[config.mk]
export PLATFORM = sky130hd
export DESIGN_NAME = slot_game_fsm
export DESIGN_NICKNAME = d
export VERILOG_FILES = /design/src/rtl/slot_game_fsm.sv
export SDC_FILE = /design/constraint.sdc
export NUM_CORES = 1
export LEC_CHECK = 0
export ABC_AREA = 1
export CAP_MARGIN = 20
export CORE_MARGIN = 2
export CORE_UTILIZATION = 45
export DETAILED_ROUTE_END_ITERATION = 12
export GPL_TIMING_DRIVEN = 0
export PLACE_DENSITY = 0.72
export SYNTH_ARGS = -nofsm -noshare
export SYNTH_HDL_FRONTEND = slang
export SYNTH_SLANG_ARGS = --single-unit
[constraint.sdc]
create_clock -name clk -period 2.5 [get_ports clk]
set_clock_uncertainty 0.1 [all_clocks]
set_input_delay 0.5 -clock clk [delete_from_list [all_inputs] [get_ports clk]]
set_output_delay 0.5 -clock clk [all_outputs]
set_load 0.02 [all_outputs]
[src/rtl/slot_game_fsm.sv]
// Slot-machine game controller: credit, bet, three-reel spin/stop sequencing, win payout.
// Optional reel auto-stop timeout is compiled in when SLOT_AUTOSTOP_EN is defined.
module slot_game_fsm #(
    parameter logic [9:0] INIT_CREDIT  = 10'd100,
    parameter int         REEL_DIV     = 4,
    parameter int         AUTO_TIMEOUT = 120
) (
    input  logic       clk,
    input  logic       rst,
    input  logic       frame_tick,
    input  logic       btn_bet,
    input  logic       btn_spin,
    input  logic       btn_stop,
    output logic [9:0] credit,
    output logic [1:0] bet,
    output logic [1:0] reel0,
    output logic [1:0] reel1,
    output logic [1:0] reel2,
    output logic [2:0] spinning,
    output logic       stop,
    output logic       win,
    output logic [5:0] payout_left
);

    typedef enum logic [1:0] {IDLE, SPIN, EVAL, PAY} state_t;

    localparam logic [9:0] CREDIT_MAX = 10'd999;

    state_t     state_reg, state_next;
    logic [2:0] btn_reg, btn_prev_reg;
    logic [9:0] credit_reg, credit_next;
    logic [1:0] bet_reg, bet_next;
    logic [2:0] spinning_reg, spinning_next;
    logic       stop_reg;
    logic       win_reg, win_next;
    logic [5:0] payout_reg, payout_next;
    logic [3:0] presc_reg, presc_next;
    logic [5:0] reel_vec_reg, reel_vec_next;
    logic       advance;
    logic       auto_stop;
    logic [2:0] stop_mask;
    logic [5:0] mult_sym;
    logic [5:0] payout_calc;

    // Presses come from the registered sample and its delayed copy, so held levels act once.
    logic bet_press, spin_press, stop_press;
    assign bet_press  = btn_reg[0] & ~btn_prev_reg[0];
    assign spin_press = btn_reg[1] & ~btn_prev_reg[1];
    assign stop_press = btn_reg[2] & ~btn_prev_reg[2];

    // Lowest still-spinning reel is the one a stop request freezes.
    assign stop_mask = spinning_reg & (~spinning_reg + 3'd1);

    always_comb begin
        mult_sym = 6'd2;
        case (reel_vec_reg[1:0])
            2'd0: mult_sym = 6'd2;
            2'd1: mult_sym = 6'd5;
            2'd2: mult_sym = 6'd10;
            2'd3: mult_sym = 6'd20;
            default: mult_sym = 6'd2;
        endcase
    end
    assign payout_calc = mult_sym * {4'd0, bet_reg};

`ifdef SLOT_AUTOSTOP_EN
    logic [15:0] tmo_reg, tmo_next;

    always_comb begin
        tmo_next  = '0;
        auto_stop = 1'b0;
        if (state_reg == SPIN) begin
            tmo_next = tmo_reg;
            if (stop_press) begin
                tmo_next = '0;
            end else if (frame_tick) begin
                if (tmo_reg == 16'(AUTO_TIMEOUT - 1)) begin
                    auto_stop = 1'b1;
                    tmo_next  = '0;
                end else begin
                    tmo_next = tmo_reg + 16'd1;
                end
            end
        end
    end

    always_ff @(posedge clk) begin
        if (rst) tmo_reg <= '0;
        else     tmo_reg <= tmo_next;
    end
`else
    assign auto_stop = 1'b0;
`endif

    always_comb begin
        state_next    = state_reg;
        credit_next   = credit_reg;
        bet_next      = bet_reg;
        spinning_next = spinning_reg;
        win_next      = win_reg;
        payout_next   = payout_reg;
        presc_next    = presc_reg;
        advance       = 1'b0;
        case (state_reg)
            IDLE: begin
                if (spin_press && (credit_reg >= {8'd0, bet_reg})) begin
                    credit_next   = credit_reg - {8'd0, bet_reg};
                    spinning_next = 3'b111;
                    win_next      = 1'b0;
                    presc_next    = '0;
                    state_next    = SPIN;
                end else if (bet_press) begin
                    bet_next = (bet_reg == 2'd3) ? 2'd1 : bet_reg + 2'd1;
                end
            end
            SPIN: begin
                if (stop_press || auto_stop) spinning_next = spinning_reg & ~stop_mask;
                if (frame_tick) begin
                    if (presc_reg == 4'(REEL_DIV - 1)) begin
                        advance    = 1'b1;
                        presc_next = '0;
                    end else begin
                        presc_next = presc_reg + 4'd1;
                    end
                end
                if (spinning_next == 3'b000) state_next = EVAL;
            end
            EVAL: begin
                if ((reel_vec_reg[1:0] == reel_vec_reg[3:2]) &&
                    (reel_vec_reg[3:2] == reel_vec_reg[5:4])) begin
                    win_next    = 1'b1;
                    payout_next = payout_calc;
                    state_next  = PAY;
                end else begin
                    state_next = IDLE;
                end
            end
            PAY: begin
                if (frame_tick) begin
                    credit_next = (credit_reg >= CREDIT_MAX) ? CREDIT_MAX : credit_reg + 10'd1;
                    payout_next = payout_reg - 6'd1;
                    // Saturating at 999 forfeits whatever payout remains.
                    if ((payout_reg <= 6'd1) || (credit_reg >= CREDIT_MAX - 10'd1)) begin
                        payout_next = '0;
                        state_next  = IDLE;
                    end
                end
            end
            default: state_next = IDLE;
        endcase
    end

    // A reel moves only if it is still spinning after this cycle's stop request.
    for (genvar gi = 0; gi < 3; gi++) begin : g_reel
        assign reel_vec_next[2*gi +: 2] = (advance && spinning_next[gi])
                                          ? reel_vec_reg[2*gi +: 2] + 2'd1
                                          : reel_vec_reg[2*gi +: 2];
    end

    always_ff @(posedge clk) begin
        if (rst) begin
            state_reg    <= IDLE;
            btn_reg      <= '0;
            btn_prev_reg <= '0;
            credit_reg   <= INIT_CREDIT;
            bet_reg      <= 2'd1;
            spinning_reg <= '0;
            stop_reg     <= 1'b1;
            win_reg      <= 1'b0;
            payout_reg   <= '0;
            presc_reg    <= '0;
            reel_vec_reg <= '0;
        end else begin
            state_reg    <= state_next;
            btn_reg      <= {btn_stop, btn_spin, btn_bet};
            btn_prev_reg <= btn_reg;
            credit_reg   <= credit_next;
            bet_reg      <= bet_next;
            spinning_reg <= spinning_next;
            stop_reg     <= (spinning_next == 3'b000);
            win_reg      <= win_next;
            payout_reg   <= payout_next;
            presc_reg    <= presc_next;
            reel_vec_reg <= reel_vec_next;
        end
    end

    assign credit      = credit_reg;
    assign bet         = bet_reg;
    assign reel0       = reel_vec_reg[1:0];
    assign reel1       = reel_vec_reg[3:2];
    assign reel2       = reel_vec_reg[5:4];
    assign spinning    = spinning_reg;
    assign stop        = stop_reg;
    assign win         = win_reg;
    assign payout_left = payout_reg;

endmodule

==> results of run 1 <==
## final timing paths
path / end / slack, ns / depth (start not counted)
setup / recovery: credit[3] / 0.25 / 11
hold / removal: btn_prev_reg[2] / 0.33 / 2
setup reg to reg: credit[3] / 0.25 / 11
hold reg to reg: btn_prev_reg[2] / 0.33 / 2
## synth_stat cells (3+ instances only)
| cell type | instances | share of area |
|---|---|---|
| nor2_4 | 4 | 0.017 |
| o211ai_1 | 3 | 0.0084 |
| nand3_1 | 43 | 0.080 |
| nor2_1 | 51 | 0.071 |
| o21ai_0 | 24 | 0.045 |
| xnor2_1 | 3 | 0.0098 |
| nand4_1 | 4 | 0.0093 |
| a21oi_1 | 30 | 0.056 |
| o21ai_1 | 3 | 0.0056 |
| xor2_1 | 11 | 0.036 |
| nor3_1 | 3 | 0.0056 |
| nand2_1 | 87 | 0.12 |
| inv_2 | 6 | 0.0084 |
| ha_1 | 14 | 0.065 |
| nand2_2 | 9 | 0.021 |
| dfxtp_1 | 41 | 0.31 |
| inv_1 | 43 | 0.060 |
| clkbuf_1 | 5 | 0.0070 |
## repair_timing
action / in CTS / in global routing
hold endpoints to repair: 0 / 0
endpoints found under the setup margin: 0 / 19
gates resized for setup: 0 / 3
## metal layers
layer / track usage / wire length, um
met1: 0.287 / 2950
met2: 0.339 / 2960
met3: 0.0344 / 256
met4: 0.0576 / 68
met5: 0 / 0
## power by group
group	switching [mW]	internal, mW
registers	0.0692	0.715
logic	0.397	0.261
clock network	0.238	0.197
total	0.704	1.17
## kinds of logic (layout without fill, tap and decap cells)
| group | Yosys count | count (layout) | synth area share |
|---|---|---|---|
| and+or+nand+nor | 210 | 210 | 0.358 |
| DFF | 41 | 41 | 0.305 |
| xor gates and xnor gates | 14 | 14 | 0.0456 |
| adders and majority gates | 15 | 15 | 0.0726 |
| AOI/OAI and AO/OA | 63 | 63 | 0.123 |
| buffers and inverters | 60 | 101 | 0.0954 |
## critical path: stages (launching register included)
cell and delay [ns]:
dfxtp_1 0.47, inv_1 0.17, fa_2 0.42, nor2_4 0.12, nand2_2 0.09, nor2_4 0.11
nand2_2 0.09, nand3_4 0.09, nand2_2 0.08, inv_2 0.18, nand2_1 0.07, a21oi_1 0.17
## cell type report
class	count	share of cell area
flip-flops and latches	41	0.257
clock buffers	6	0.0227
inverters	49	0.0574
plain buffers	11	0.0227
clock inverters	2	0.00469
repair buffers	33	0.103
well taps	75	0.0293
multi-input cells	302	0.504
## stage by stage
stage / power [mW] / setup slack (ns)
after global placement: 1.44 / 0.130
after detailed placement: 1.45 / 0.117
after CTS: 1.90 / 0.0995
after floorplan: 1.25 / 0.248
after global routing: 2.03 / 0.0687
final: 1.88 / 0.251
==> impl_metrics.json, run 1 <==
{
  "place_inst": 511,
  "timing.final.crit_share": 0.900,
  "layout-drive-gt1-share": 0.0901,
  "largest_reg_flops": 10,
  "grt.total_usage": 0.210,
  "startpoint_type": "flip-flop",
  "rsz0062_at_grt": "no",
  "drtAntennaViolNets": 0,
  "clkTransAtPathRegs_ns": 0.08,
  "vias_per_cell": 5.09,
  "ys_warn_count": 0,
  "area_growth_pct": 19.2,
  "clock_tree.buffer_depth": 2,
  "instances_no_fill": 519,
  "hold-worst-slack_ns": 0.331,
  "die_area_um2": 6610,
  "min-delay-start": "btn_reg[2]",
  "start_util": 0.459,
  "timing.fmax_ghz": 0.445,
  "root_buffer": "clkbuf_8",
  "r2r_start": "bet[1]",
  "ir_drop_v": 0.000397,
  "synth_edf_count": 0,
  "finalSetupViolCount": 0,
  "routedWlPerCell_um": 12.0,
  "hpwl_mm": 4.61,
  "multi_input_area_um2": 1610,
  "grt_overflow": 0,
  "io_pins": 35,
  "pwr_density_cell_nw_per_um2": 586,
  "synthCells": 403,
  "core_area_um2": 5850,
  "die_w_um": 81.3,
  "antenna_cells": 0,
  "cp-end-kind": "flip-flop",
  "regArea_um2": 822,
  "final_max_slew_viol_count": 0,
  "cts_sinks": 41,
  "cp_data_required_time_ns": 2.62,
  "cts_tree": "built",
  "worstSetupPathType": "reg2reg",
  "drv_cap": 0,
  "final_common_cell": "nand2_1",
  "synth_nets": 424,
  "grt_first_pass_wirelength_mm": 10.9,
  "h-tree-depth": 2,
  "async_flop_share": 0,
  "relSlewSlack": 0.612,
  "wl_mm": 6.23,
  "die_y_um": 81.3,
  "portBuffers": 33,
  "placed_area_um2": 3110,
  "design_area_um2": 3200,
  "worst-slew-pin-transition_ns": 0.582,
  "fin_nets": 464,
  "grt_max_degree": 14,
  "p_leak_nw": 1.39,
  "dr.pass1.iters": 5,
  "clk_latency_ns": 0.29,
  "hold_violations": 0,
  "cts_hold_buf": 0,
  "antenna_found_initial": 0,
  "utilization": 0.547,
  "setup_tns_ns": 0,
  "path_max_fanout": 9,
  "ys_types": 35,
  "syn-mean-instance-area_um2": 6.67,
  "drc_errors": 0,
  "final_cell_mix": "nand2_1 (87), nor2_1 (51), inv_1 (43), nand3_1 (43), dfxtp_1 (40)",
  "ys.flop_type": "dfxtp_1",
  "min_period_ns": 2.25,
  "gp_congestion": 0.878,
  "outcome": "finished clean",
  "row_count": 28,
  "cts_buffers": 5,
  "startpoint": "bet[1]",
  "ys_seq_area_frac": 0.305,
  "post_cts_buffers": 0,
  "arrival_ns": 2.37,
  "grt_pass1_vias": 2365,
  "drtIter0Drc": 172,
  "nFillCells": 585,
  "min_path_type": "reg2reg",
  "ys_ff_latch": 41,
  "dr_total_vias": 2641,
  "netlist_area_um2": 2690
}
(Power assumes the default switching activity.)
==> inputs of run 2 (changes only) <==
--- a/config.mk
+++ b/config.mk
@@ -8,10 +8,11 @@
 export ABC_AREA = 1
 export CAP_MARGIN = 20
 export CORE_MARGIN = 2
-export CORE_UTILIZATION = 45
+export CORE_UTILIZATION = 52
 export DETAILED_ROUTE_END_ITERATION = 12
 export GPL_TIMING_DRIVEN = 0
-export PLACE_DENSITY = 0.72
+export PLACE_DENSITY = 0.81
+export SKIP_CTS_REPAIR_TIMING = 1
 export SYNTH_ARGS = -nofsm -noshare
 export SYNTH_HDL_FRONTEND = slang
 export SYNTH_SLANG_ARGS = --single-unit
==> impl_metrics.json, run 2 (synthesis gave the netlist of run 1 again) <==
{
  "antenna_cells": 0,
  "arrival_ns": 2.40,
  "worst-slew-pin-transition_ns": 0.601,
  "min_path_type": "reg2reg",
  "start_util": 0.533,
  "portBuffers": 33,
  "fin_nets": 464,
  "layout-drive-gt1-share": 0.0901,
  "worstSetupPathType": "reg2reg",
  "hold-worst-slack_ns": 0.330,
  "min_period_ns": 2.30,
  "drc_errors": 0,
  "drtAntennaViolNets": 0,
  "ir_drop_v": 0.000463,
  "cp-end-kind": "flip-flop",
  "largest_reg_flops": 10,
  "h-tree-depth": 2,
  "drtIter0Drc": 229,
  "relSlewSlack": 0.600,
  "nFillCells": 465,
  "vias_per_cell": 5.22,
  "critical_path.max_stage_delay_ns": 0.43,
  "die_w_um": 75.9,
  "timing.fmax_ghz": 0.435,
  "cp_data_required_time_ns": 2.60,
  "multi_input_area_um2": 1620,
  "final_cell_mix": "nand2_1 (87), nor2_1 (51), inv_1 (43)",
  "cts_sinks": 41,
  "outcome": "finished clean",
  "regArea_um2": 822,
  "cpMaxStageDelayCell": "fa_1",
  "timing.final.crit_share": 0.920,
  "wl_mm": 6.36,
  "clock_tree.buffer_depth": 2,
  "p_leak_nw": 1.41,
  "root_buffer": "clkbuf_8",
  "hold_violations": 0,
  "drv_cap": 0,
  "io_pins": 35,
  "cts_buffers": 5,
  "hpwl_mm": 4.60,
  "path_delay_family": "simple AND/OR/NAND/NOR gates",
  "startpoint_type": "flip-flop",
  "cts_tree": "built",
  "row_count": 26,
  "rsz0062_at_grt": "no",
  "die_y_um": 75.9,
  "grt_max_degree": 14,
  "dr_total_vias": 2684,
  "worst_path_most_repeated_cell": "nand2_2",
  "die_area_um2": 5760,
  "grt_pass1_vias": 2365,
  "clk_latency_ns": 0.30,
  "gp_congestion": 0.859,
  "dr.pass1.iters": 5,
  "grt_first_pass_wirelength_mm": 10.4,
  "routedWlPerCell_um": 12.4,
  "pwr_density_cell_nw_per_um2": 622,
  "finalSetupViolCount": 0,
  "antenna_found_initial": 0,
  "cp_num_buf_inv": 3,
  "grt_overflow": 0,
  "final_max_slew_viol_count": 0,
  "final_common_cell": "nand2_1",
  "setup_tns_ns": 0,
  "core_area_um2": 5040,
  "grt.total_usage": 0.234,
  "clkTransAtPathRegs_ns": 0.09,
  "cp_cell_sequence": "inv_1 > ha_1 > inv_1 > fa_1 > nor2_4 > nand2_2 > nor2_4 > nand2_2 > nand3_4 > nand2_2 > buf_6 > o21ai_0 > nor2_1",
  "area_growth_pct": 19.9,
  "path_max_fanout": 10
}
-- run 2: through the flow --
step	utilization	worst slack, ns	cells	total power, mW	area, um2
final	0.639	0.200	514	2.00	3220
after global routing	0.639	0.00871	514	2.12	3220
after CTS	0.638	0.112	514	2.00	3220
after detailed placement	0.616	0.130	506	1.45	3110
after global placement	0.616	0.166	506	1.44	3110
after floorplan	-	0.248	403	1.25	2690
-- run 2: report_power, final --
group	switching, mW	internal [mW]
registers	0.0732	0.715
logic	0.403	0.259
clock network	0.254	0.300
-- run 2: final timing paths --
kind | startpoint | endpoint | slack [ns] | depth (start not counted)
min | btn_reg[2] | btn_prev_reg[2] | 0.33 | 2
min reg2reg | btn_reg[2] | btn_prev_reg[2] | 0.33 | 2
max reg2reg | credit[0] | credit[9] | 0.20 | 13
max | credit[0] | credit[9] | 0.20 | 13
-- run 2: final cells by class --
type | instances | share of cell area
tap | 70 | 0.0272
sequential | 41 | 0.255
timing repair buffer | 33 | 0.102
multi-input combinational | 302 | 0.501
clock buffer | 6 | 0.0225
clock inverter | 2 | 0.0120
inverter | 49 | 0.0571
buffer | 11 | 0.0225
-- run 2: tightest hold or removal path, cell delays in order, from the launching register on --
cell,delay [ns]
dfxtp_1,0.30
inv_1,0.06
nor2_1,0.04
-- run 2: metal layers --
layer,up-vias,part of all wire,GRT usage
met5,-,0,0
met4,0,0.0083,0.0565
met3,6,0.032,0.0397
met2,56,0.49,0.393
met1,1234,0.47,0.313
li1,1388,-,-
==> inputs of run 3 (changes only) <==
--- a/config.mk
+++ b/config.mk
@@ -7,7 +7,7 @@
 export LEC_CHECK = 0
 export ABC_AREA = 1
 export CAP_MARGIN = 20
-export CORE_MARGIN = 2
+export CORE_MARGIN = 1
 export CORE_UTILIZATION = 52
 export DETAILED_ROUTE_END_ITERATION = 12
 export GPL_TIMING_DRIVEN = 0
==> impl_metrics.json, run 3 (synthesis gave the netlist of run 1 again) <==
{
  "outcome": "finished clean",
  "final_max_slew_viol_count": 0,
  "cp-end-kind": "flip-flop",
  "die_w_um": 73.9,
  "drv_cap": 0,
  "place_inst": 503,
  "grt_pass1_vias": 2409,
  "p_leak_nw": 1.39,
  "h-tree-depth": 2,
  "dr_total_vias": 2719,
  "grt_max_degree": 14,
  "min_path_type": "reg2reg",
  "hold-worst-slack_ns": 0.334,
  "setup_tns_ns": 0,
  "worst-slew-pin-transition_ns": 0.586,
  "pwr_density_cell_nw_per_um2": 593,
  "arrival_ns": 2.40,
  "cts_buffers": 5,
  "drtIter0Drc": 260,
  "grt_overflow": 0,
  "grt_first_pass_wirelength_mm": 10.4,
  "nFillCells": 443,
  "dr.pass1.iters": 6,
  "final_cell_mix": "nand2_1 (87), nor2_1 (51), inv_1 (43), nand3_1 (43), dfxtp_1 (40)",
  "swShare": 0.380,
  "cts_tree": "built",
  "worstSetupPathType": "reg2reg",
  "multi_input_area_um2": 1610,
  "p_switching_uw": 719,
  "grt.total_usage": 0.244,
  "die_y_um": 73.9,
  "finalSetupViolCount": 0,
  "intPower_mw": 1.17,
  "die_area_um2": 5460,
  "regArea_um2": 822,
  "largest_reg_flops": 10,
  "reg2reg_depth": 11,
  "layout-drive-gt1-share": 0.0878,
  "clock_power_share": 0.237,
  "antenna_cells": 0,
  "routedWlPerCell_um": 12.1,
  "design_area_um2": 3190,
  "start_util": 0.554,
  "hold_violations": 0,
  "cp_data_required_time_ns": 2.59,
  "min_period_ns": 2.31,
  "timing.fmax_ghz": 0.434,
  "whs_path_depth": 2,
  "area_growth_pct": 18.7,
  "antenna_found_initial": 0,
  "fin_nets": 464,
  "clkTransAtPathRegs_ns": 0.09,
  "cts_sinks": 41,
  "path_max_fanout": 10,
  "portBuffers": 33,
  "gp_congestion": 0.949,
  "startpoint_type": "flip-flop",
  "row_count": 25,
  "clk_latency_ns": 0.30,
  "clock_tree.buffer_depth": 2,
  "combPwrFrac": 0.348,
  "drtAntennaViolNets": 0,
  "timing.final.crit_share": 0.923,
  "power.total_mw": 1.89,
  "wl_mm": 6.18,
  "vias_per_cell": 5.32,
  "p_seq_frac": 0.415,
  "instances_no_fill": 511,
  "root_buffer": "clkbuf_8",
  "placed_area_um2": 3100,
  "rsz0062_at_grt": "no",
  "ir_drop_v": 0.000373,
  "hpwl_mm": 4.65,
  "drc_errors": 0,
  "relSlewSlack": 0.610,
  "io_pins": 35,
  "final_common_cell": "nand2_1",
  "core_area_um2": 4850
}
==> run 3: worst paths after layout <==
| check | from | to | slack [ns] |
|---|---|---|---|
| worst max-delay path | bet[1] | credit[9] | 0.19 |
| worst min-delay path | btn_reg[2] | btn_prev_reg[2] | 0.33 |
| worst max register to register | bet[1] | credit[9] | 0.19 |
| worst min register to register | btn_reg[2] | btn_prev_reg[2] | 0.33 |
==> run 3: final cells by class <==
class | count | share of cell area
clock buffers | 6 | 0.0227
flip-flops and latches | 41 | 0.258
repair buffers | 33 | 0.104
clock inverters | 2 | 0.00471
well taps | 67 | 0.0263
plain buffers | 11 | 0.0227
inverters | 49 | 0.0576
multi-input cells | 302 | 0.505
==> run 3: routing by layer <==
| layer | track usage | wire length [um] |
|---|---|---|
| met3 | 0.0370 | 331 |
| met1 | 0.312 | 2830 |
| met4 | 0.0748 | 76 |
| met5 | 0 | 0 |
| met2 | 0.421 | 2950 |
==> run 3: metrics by stage <==
| stage | setup slack (ns) | util |
|---|---|---|
| after floorplan | 0.248 | - |
| after global routing | 0.00493 | 0.658 |
| after global placement | 0.180 | 0.640 |
| final | 0.194 | 0.658 |
| after detailed placement | 0.140 | 0.640 |
| after CTS | 0.127 | 0.658 |
==> run 3: worst max-delay path: stages, from the launching register on <==
cell,delay [ns]
dfxtp_1,0.47
inv_1,0.17
fa_1,0.48
nor2_4,0.14
nand2_2,0.09
nor2_4,0.12
nand2_2,0.09
nand3_4,0.10
nand2_2,0.08
buf_6,0.15
o21ai_0,0.14
nor2_1,0.06
==> run 3: power by group through the flow <==
stage          logic [mW]  registers (mW)  clock network, mW
4_1_cts             0.659           0.784              0.453
6_report            0.658           0.785              0.448
2_1_floorplan       0.407           0.844                  0
3_3_place_gp        0.641           0.797                  0
5_1_grt             0.732           0.797              0.479
3_5_place_dp        0.658           0.799                  0
